File: src/rtl/ddk_trace_pkg.sv
`default_nettype none
// ddk_trace_pkg : shared sync marker, serialiser states and byte-count helper for the bus tracer (rev 1.0)
package ddk_trace_pkg;

  localparam logic [3:0] TRACE_SYNC = 4'hA;

  typedef enum logic [2:0] {
    IDLE = 3'd0,
    LOAD = 3'd1,
    HDR  = 3'd2,
    ADR  = 3'd3,
    DAT  = 3'd4
  } trace_state_e;

  function automatic int bytes_for(input int width);
    return (width + 7) / 8;
  endfunction

endpackage
`default_nettype wire

File: src/rtl/trace_fifo.sv
`default_nettype none
// trace_fifo : single-clock FIFO with registered read data and count-derived full/empty (rev 1.0)
module trace_fifo
  import ddk_trace_pkg::*;
#(
  parameter int WIDTH = 8,
  parameter int DEPTH = 16
) (
  input  logic                     clk_i,
  input  logic                     rst_i,
  input  logic                     push_i,
  input  logic                     pop_i,
  input  logic [WIDTH-1:0]         wr_data_i,
  output logic [WIDTH-1:0]         rd_data_o,
  output logic                     empty_o,
  output logic                     full_o,
  output logic [$clog2(DEPTH):0]   level_o
);

  localparam int PTR_W = $clog2(DEPTH);

  logic [WIDTH-1:0] mem_q [DEPTH];
  logic [PTR_W-1:0] wr_ptr_q, wr_ptr_d;
  logic [PTR_W-1:0] rd_ptr_q, rd_ptr_d;
  logic [PTR_W:0]   count_q, count_d;
  logic [WIDTH-1:0] rd_data_q, rd_data_d;
  logic             do_push, do_pop;

  assign empty_o   = (count_q == '0);
  assign full_o    = (count_q == (PTR_W+1)'(DEPTH));
  assign do_push   = push_i && !full_o;
  assign do_pop    = pop_i && !empty_o;
  assign rd_data_o = rd_data_q;
  assign level_o   = count_q;

  always_comb begin
    wr_ptr_d  = wr_ptr_q;
    rd_ptr_d  = rd_ptr_q;
    count_d   = count_q;
    rd_data_d = rd_data_q;
    if (do_push) wr_ptr_d = wr_ptr_q + 1'b1;
    if (do_pop) begin
      rd_ptr_d  = rd_ptr_q + 1'b1;
      rd_data_d = mem_q[rd_ptr_q];
    end
    case ({do_push, do_pop})
      2'b10:   count_d = count_q + 1'b1;
      2'b01:   count_d = count_q - 1'b1;
      default: count_d = count_q;
    endcase
  end

  // Storage needs no reset: the count alone decides which entries are valid.
  always_ff @(posedge clk_i) begin
    if (do_push) mem_q[wr_ptr_q] <= wr_data_i;
  end

  always_ff @(posedge clk_i or posedge rst_i) begin
    if (rst_i) begin
      wr_ptr_q  <= '0;
      rd_ptr_q  <= '0;
      count_q   <= '0;
      rd_data_q <= '0;
    end else begin
      wr_ptr_q  <= wr_ptr_d;
      rd_ptr_q  <= rd_ptr_d;
      count_q   <= count_d;
      rd_data_q <= rd_data_d;
    end
  end

endmodule
`default_nettype wire

File: src/rtl/bus_trace_tx.sv
`default_nettype none
// bus_trace_tx : snoops bus transactions into a FIFO and serialises framed records to a UART byte port (rev 1.0)
module bus_trace_tx
  import ddk_trace_pkg::*;
#(
  parameter int ADR_W          = 8,
  parameter int DAT_W          = 8,
  parameter int DEPTH          = 16,
  parameter int CAPTURE_WRITES = 0
) (
  input  logic                   clk_i,
  input  logic                   rst_i,
  input  logic                   clr_i,
  input  logic                   cap_valid_i,
  input  logic                   cap_we_i,
  input  logic                   cap_ack_i,
  input  logic [ADR_W-1:0]       cap_adr_i,
  input  logic [DAT_W-1:0]       cap_dat_i,
  output logic [7:0]             tx_data_o,
  output logic                   tx_en_o,
  input  logic                   tx_rdy_i,
  output logic [$clog2(DEPTH):0] fifo_level_o,
  output logic                   overflow_o,
  output logic [7:0]             drop_cnt_o
);

  localparam int AB    = bytes_for(ADR_W);
  localparam int DB    = bytes_for(DAT_W);
  localparam int ENT_W = 3 + ADR_W + DAT_W;
  localparam int IDX_W = 3;

  trace_state_e     state_q, state_d;
  logic [IDX_W-1:0] idx_q, idx_d;
  logic [7:0]       tx_data_q, tx_data_d;
  logic             tx_en_q, tx_en_d;
  logic             pend_loss_q, pend_loss_d;
  logic             overflow_q, overflow_d;
  logic [7:0]       drop_cnt_q, drop_cnt_d;
  logic             rec_we_q, rec_we_d, rec_ack_q, rec_ack_d, rec_lost_q, rec_lost_d;
  logic [ADR_W-1:0] rec_adr_q, rec_adr_d;
  logic [DAT_W-1:0] rec_dat_q, rec_dat_d;

  logic             cap_accept, fifo_push, fifo_drop, fifo_pop;
  logic             fifo_full, fifo_empty, send_ok;
  logic [ENT_W-1:0] fifo_wr, fifo_rd;
  logic [AB*8-1:0]  adr_ext;
  logic [DB*8-1:0]  dat_ext;
  logic [7:0]       adr_byte, dat_byte;

  assign cap_accept = cap_valid_i && (!cap_we_i || (CAPTURE_WRITES != 0));
  assign fifo_push  = cap_accept && !fifo_full;
  assign fifo_drop  = cap_accept && fifo_full;
  assign fifo_wr    = {cap_we_i, cap_ack_i, pend_loss_q, cap_adr_i, cap_dat_i};
  assign send_ok    = tx_rdy_i && !tx_en_q;

  trace_fifo #(
    .WIDTH (ENT_W),
    .DEPTH (DEPTH)
  ) u_fifo (
    .clk_i     (clk_i),
    .rst_i     (rst_i),
    .push_i    (fifo_push),
    .pop_i     (fifo_pop),
    .wr_data_i (fifo_wr),
    .rd_data_o (fifo_rd),
    .empty_o   (fifo_empty),
    .full_o    (fifo_full),
    .level_o   (fifo_level_o)
  );

  always_comb begin
    adr_ext              = '0;
    adr_ext[ADR_W-1:0]   = rec_adr_q;
    dat_ext              = '0;
    dat_ext[DAT_W-1:0]   = rec_dat_q;
    adr_byte             = 8'(adr_ext >> {idx_q, 3'b000});
    dat_byte             = 8'(dat_ext >> {idx_q, 3'b000});
  end

  // Loss bookkeeping: a clear wins over a same-cycle drop but leaves the pending-loss flag alone.
  always_comb begin
    pend_loss_d = pend_loss_q;
    if (fifo_drop)      pend_loss_d = 1'b1;
    else if (fifo_push) pend_loss_d = 1'b0;
    overflow_d = overflow_q;
    drop_cnt_d = drop_cnt_q;
    if (clr_i) begin
      overflow_d = 1'b0;
      drop_cnt_d = '0;
    end else if (fifo_drop) begin
      overflow_d = 1'b1;
      if (drop_cnt_q != 8'hFF) drop_cnt_d = drop_cnt_q + 1'b1;
    end
  end

  always_comb begin
    state_d    = state_q;
    idx_d      = idx_q;
    tx_data_d  = tx_data_q;
    tx_en_d    = 1'b0;
    fifo_pop   = 1'b0;
    rec_we_d   = rec_we_q;
    rec_ack_d  = rec_ack_q;
    rec_lost_d = rec_lost_q;
    rec_adr_d  = rec_adr_q;
    rec_dat_d  = rec_dat_q;
    case (state_q)
      IDLE: if (tx_rdy_i && !fifo_empty) begin
        fifo_pop = 1'b1;
        state_d  = LOAD;
      end
      LOAD: if (tx_rdy_i) begin
        rec_we_d   = fifo_rd[ENT_W-1];
        rec_ack_d  = fifo_rd[ENT_W-2];
        rec_lost_d = fifo_rd[ENT_W-3];
        rec_adr_d  = fifo_rd[DAT_W +: ADR_W];
        rec_dat_d  = fifo_rd[DAT_W-1:0];
        state_d    = HDR;
      end
      HDR: if (send_ok) begin
        tx_data_d = {TRACE_SYNC, rec_we_q, rec_ack_q, rec_lost_q, 1'b0};
        tx_en_d   = 1'b1;
        idx_d     = IDX_W'(AB - 1);
        state_d   = ADR;
      end
      ADR: if (send_ok) begin
        tx_data_d = adr_byte;
        tx_en_d   = 1'b1;
        if (idx_q == '0) begin
          idx_d   = IDX_W'(DB - 1);
          state_d = DAT;
        end else begin
          idx_d = idx_q - 1'b1;
        end
      end
      DAT: if (send_ok) begin
        tx_data_d = dat_byte;
        tx_en_d   = 1'b1;
        if (idx_q == '0) state_d = IDLE;
        else             idx_d   = idx_q - 1'b1;
      end
      default: state_d = IDLE;
    endcase
  end

  always_ff @(posedge clk_i or posedge rst_i) begin
    if (rst_i) begin
      state_q     <= IDLE;
      idx_q       <= '0;
      tx_data_q   <= '0;
      tx_en_q     <= 1'b0;
      pend_loss_q <= 1'b0;
      overflow_q  <= 1'b0;
      drop_cnt_q  <= '0;
      rec_we_q    <= 1'b0;
      rec_ack_q   <= 1'b0;
      rec_lost_q  <= 1'b0;
      rec_adr_q   <= '0;
      rec_dat_q   <= '0;
    end else begin
      state_q     <= state_d;
      idx_q       <= idx_d;
      tx_data_q   <= tx_data_d;
      tx_en_q     <= tx_en_d;
      pend_loss_q <= pend_loss_d;
      overflow_q  <= overflow_d;
      drop_cnt_q  <= drop_cnt_d;
      rec_we_q    <= rec_we_d;
      rec_ack_q   <= rec_ack_d;
      rec_lost_q  <= rec_lost_d;
      rec_adr_q   <= rec_adr_d;
      rec_dat_q   <= rec_dat_d;
    end
  end

  assign tx_data_o  = tx_data_q;
  assign tx_en_o    = tx_en_q;
  assign overflow_o = overflow_q;
  assign drop_cnt_o = drop_cnt_q;

endmodule
`default_nettype wire

File: config.mk
export PLATFORM = sky130hd
export DESIGN_NAME = bus_trace_tx
export DESIGN_NICKNAME = d
export VERILOG_FILES = /design/src/rtl/ddk_trace_pkg.sv /design/src/rtl/trace_fifo.sv /design/src/rtl/bus_trace_tx.sv
export SDC_FILE = /design/constraint.sdc
export NUM_CORES = 1
export LEC_CHECK = 0
export CAP_MARGIN = 20
export CORE_ASPECT_RATIO = 1.4
export CORE_MARGIN = 1
export CORE_UTILIZATION = 61
export CTS_CLUSTER_SIZE = 8
export DETAILED_ROUTE_END_ITERATION = 10
export PLACE_DENSITY = 0.91
export RECOVER_POWER = 50
export SYNTH_ARGS = -nofsm -noshare
export SYNTH_HDL_FRONTEND = slang
export SYNTH_SLANG_ARGS = --single-unit
File: constraint.sdc
create_clock -name clk_i -period 3.55 [get_ports clk_i]
set_clock_uncertainty 0.2 [all_clocks]
set_input_delay 0.355 -clock clk_i [delete_from_list [all_inputs] [get_ports clk_i]]
set_output_delay 0.355 -clock clk_i [all_outputs]
set_load 0.02 [all_outputs]
==> results_dict.tcl <==
set metrics [dict create \
    status "finished, violations left" \
    violations "max-capacitance violations, max-slew violations" \
    cp.arrival_ps 3470 \
    path_clk_slew_ps 50 \
    htree_levels 2 \
    overflow 0 \
    finalCritPeriodShare_pct 90.90 \
    viasPerCell 6.552 \
    power_w 0.01431 \
    syn_inst 806 \
    wl_um 34000 \
    rsz0062_at_grt "false" \
    tns_ps 0 \
    dp_hpwl_um 20100 \
    die_h_um 188.5 \
    clockBufferDepth 3 \
    holdWs_ps 270.6 \
    setup_viol 0 \
    path_max_fanout 10 \
    start_util_pct 62.80 \
    ys_ff_latch 380 \
    critPathRequiredTime_ps 3790 \
    grt_max_degree 46 \
    drt_first_pass_iters 5 \
    fill_cells 1294 \
    yosysUniqueCellTypes 48 \
    std_cell_rows 67 \
    hp-class "reg -> reg" \
    root_buffer "clkbuf_16" \
    io_pins 46 \
    max_stage_delay_ps 580 \
    syn-num-nets 842 \
    critPathSlowestCell "or4_4" \
    antenna_found_initial 1 \
    synth_flop_cell "edfxtp_1" \
    area_growth_pct 17.24 \
    worstPathCellList "or4_4 > o21ai_2 > inv_1 > ha_1 > xor2_1 > ha_1 > o211a_1 > o31ai_1 > a31oi_1 > xnor2_1" \
    dr.first_iter.drc_count 792 \
    async_flop_share_pct 20.00 \
    multiInputGateArea_mm2 0.003891 \
    place_congestion 0.8512 \
    p_leak_nw 6.238 \
    core_area_mm2 0.02414 \
    antenna_left 0 \
    avgSynthCellArea_um2 18.81 \
    hold_violations 0 \
    cts_setup_buffers 0 \
    setup.worst_path.end_class "flip-flop" \
    seqCellArea_mm2 0.01104 \
    synth_area_leader_cell "edfxtp_1" \
    insertion_delay_ps 560 \
    r2r_start "u_fifo.level_o[1]" \
    drv_slew 46 \
    yosysSeqAreaShare_pct 72.76 \
    port_buffers 45 \
    final_nets 938 \
    slew_headroom_pct -35.40 \
    die_w_um 135.2 \
    syn_area_mm2 0.01516 \
    cts_tree "yes" \
    grt_pass1_wl_um 51690 \
    drcViolationCount 0 \
    crit_type "reg -> reg" \
    vias 8138 \
    synth_top_cells_by_area "edfxtp_1 60%, dfrtp_1 13%, mux4_2 11%" \
    crit_path_frequent_cell "ha_1" \
    p_per_area_mw_per_mm2 805.2 \
    hp-start "u_fifo.rd_data_o[4]" \
    drive_gt1_share_pct 23.71 \
    track_usage_pct 28.16 \
    max-cap-violations 1 \
    fmax_ghz 0.3099 \
    synth-edff-count 304 \
    ir_drop_v 0.0004763 \
    antenna_cells 0 \
    ys_warn_count 0 \
    tightest_slew_ps 2020 \
    period_minus_slack_ps 3227 \
    dieArea_mm2 0.02550 \
    cts_resized 0 \
    netlist.area_leader.share_pct 60.21 \
    numCtsBuffers 53 \
    grt_pass1_vias 8450 \
    post_drt_wl_per_cell_um 27.38 \
    cts_num_sinks 380 \
    start_kind "flip-flop" \
    startpoint "u_fifo.level_o[1]" \
    final_core_util_pct 73.62 \
    cts_hold_buf 0 \
]
[Yosys cell counts, types with 4 or more instances]
library cell	n
a21oi_1	18
and2_1	13
and3b_1	4
buf_2	14
clkbuf_1	26
dfrtp_1	76
edfxtp_1	304
ha_1	13
inv_1	20
mux2_2	41
mux2i_1	42
mux4_2	76
nand2_1	40
nand3_1	4
nand4_1	4
nor2_1	10
nor2b_1	7
nor3b_1	4
o21ai_0	30
o31ai_1	5
or3_1	5
xnor2_1	8
[metal layers]
layer	global-route usage, %	up-vias	wire length (µm)
met3	5.004	100	2379
li1	-	3386	-
met4	14.56	2	1594
met2	48.03	445	17920
met5	0	-	13
met1	34.29	4205	12090
[metrics by stage]
step           instance area (µm²)  worst slack (ps)  instances
6_report                     17770             322.9       1242
5_1_grt                      17770             189.1       1242
4_1_cts                      17810             387.2       1242
3_5_place_dp                 16300             419.0       1157
3_3_place_gp                 16280             454.8       1156
2_1_floorplan                15160             384.9        806
[path summary, 6_finish.rpt]
check	depth (start not counted)	slack (ps)	end
max in group asynchronous	3	1030	u_fifo.rd_data_o[2]
max	10	320	u_fifo.level_o[4]
min reg2reg	2	270	u_fifo.rd_data_o[4]
min	2	270	u_fifo.rd_data_o[4]
max reg2reg	10	320	u_fifo.level_o[4]
min in group asynchronous	2	580	state_q[0]
[layout by cell type (no fill, tap or decap), types with 2 or more instances in the layout]
cell,instances
mux2i_1,42
dfrtp_2,2
xor2_1,3
nor3b_1,3
a21oi_1,18
dfrtp_1,73
nor2_1,6
nor3_1,2
nor2_2,4
o31ai_1,5
inv_1,19
a22o_1,3
clkbuf_1,31
nand2b_1,2
or3_1,5
o221ai_1,3
nand4_1,4
a21o_1,2
and3b_1,4
ha_1,13
o21ai_0,30
a31oi_1,2
nor2b_1,7
a211o_1,3
nand2_1,40
clkbuf_16,53
xnor2_1,8
or4_1,3
mux4_2,76
clkdlybuf4s50_1,26
and2_1,13
clkinv_8,2
buf_12,11
dlygate4sd3_1,19
mux2_2,41
nor4_1,2
nand3_1,4
buf_4,22
edfxtp_1,304
[worst max-delay path: cells and delay by family, from the launching register on]
family / cells / cell delay, ps
AND/OR/NAND/NOR: 1 / 580
XOR/XNOR: 2 / 350
adder cells (fa/ha/maj): 2 / 580
flip-flops: 1 / 480
buffers and inverters: 1 / 130
AO/OA/AOI/OAI: 4 / 800
[logic make-up after synthesis]
logic type,synth area share [%]
AO/OA/AOI/OAI,3.103
XOR/XNOR,0.6355
adder cells (fa/ha/maj),1.073
buffers and inverters,1.700
flip-flops,72.76
multiplexers,17.18
AND/OR/NAND/NOR,3.549
[flip-flops by register name, indices dropped and copies added, names as in the netlist, 3 cells and up]
register	flops
u_fifo.rd_ptr_q	4
u_fifo.rd_data_o	19
u_fifo.mem_q	304
idx_q	3
drop_cnt_o	8
tx_data_o	8
state_q	3
u_fifo.wr_ptr_q	4
u_fifo.level_o	5
dat_ext	8
adr_ext	8
[power by group]
group,switching [W],internal [W]
combinational,0.00192,0.00192
sequential,0.000517,0.00537
clock,0.00177,0.00281
total,0.00422,0.0101
[final cells by class]
type	count	area share, %
Timing Repair Buffer	83	4.949
Inverter	20	0.4294
Clock buffer	81	8.053
Sequential cell	380	62.09
Multi-Input combinational cell	364	21.89
Tap cell	310	2.182
Clock inverter	4	0.4012
(Power assumes the default switching activity.)
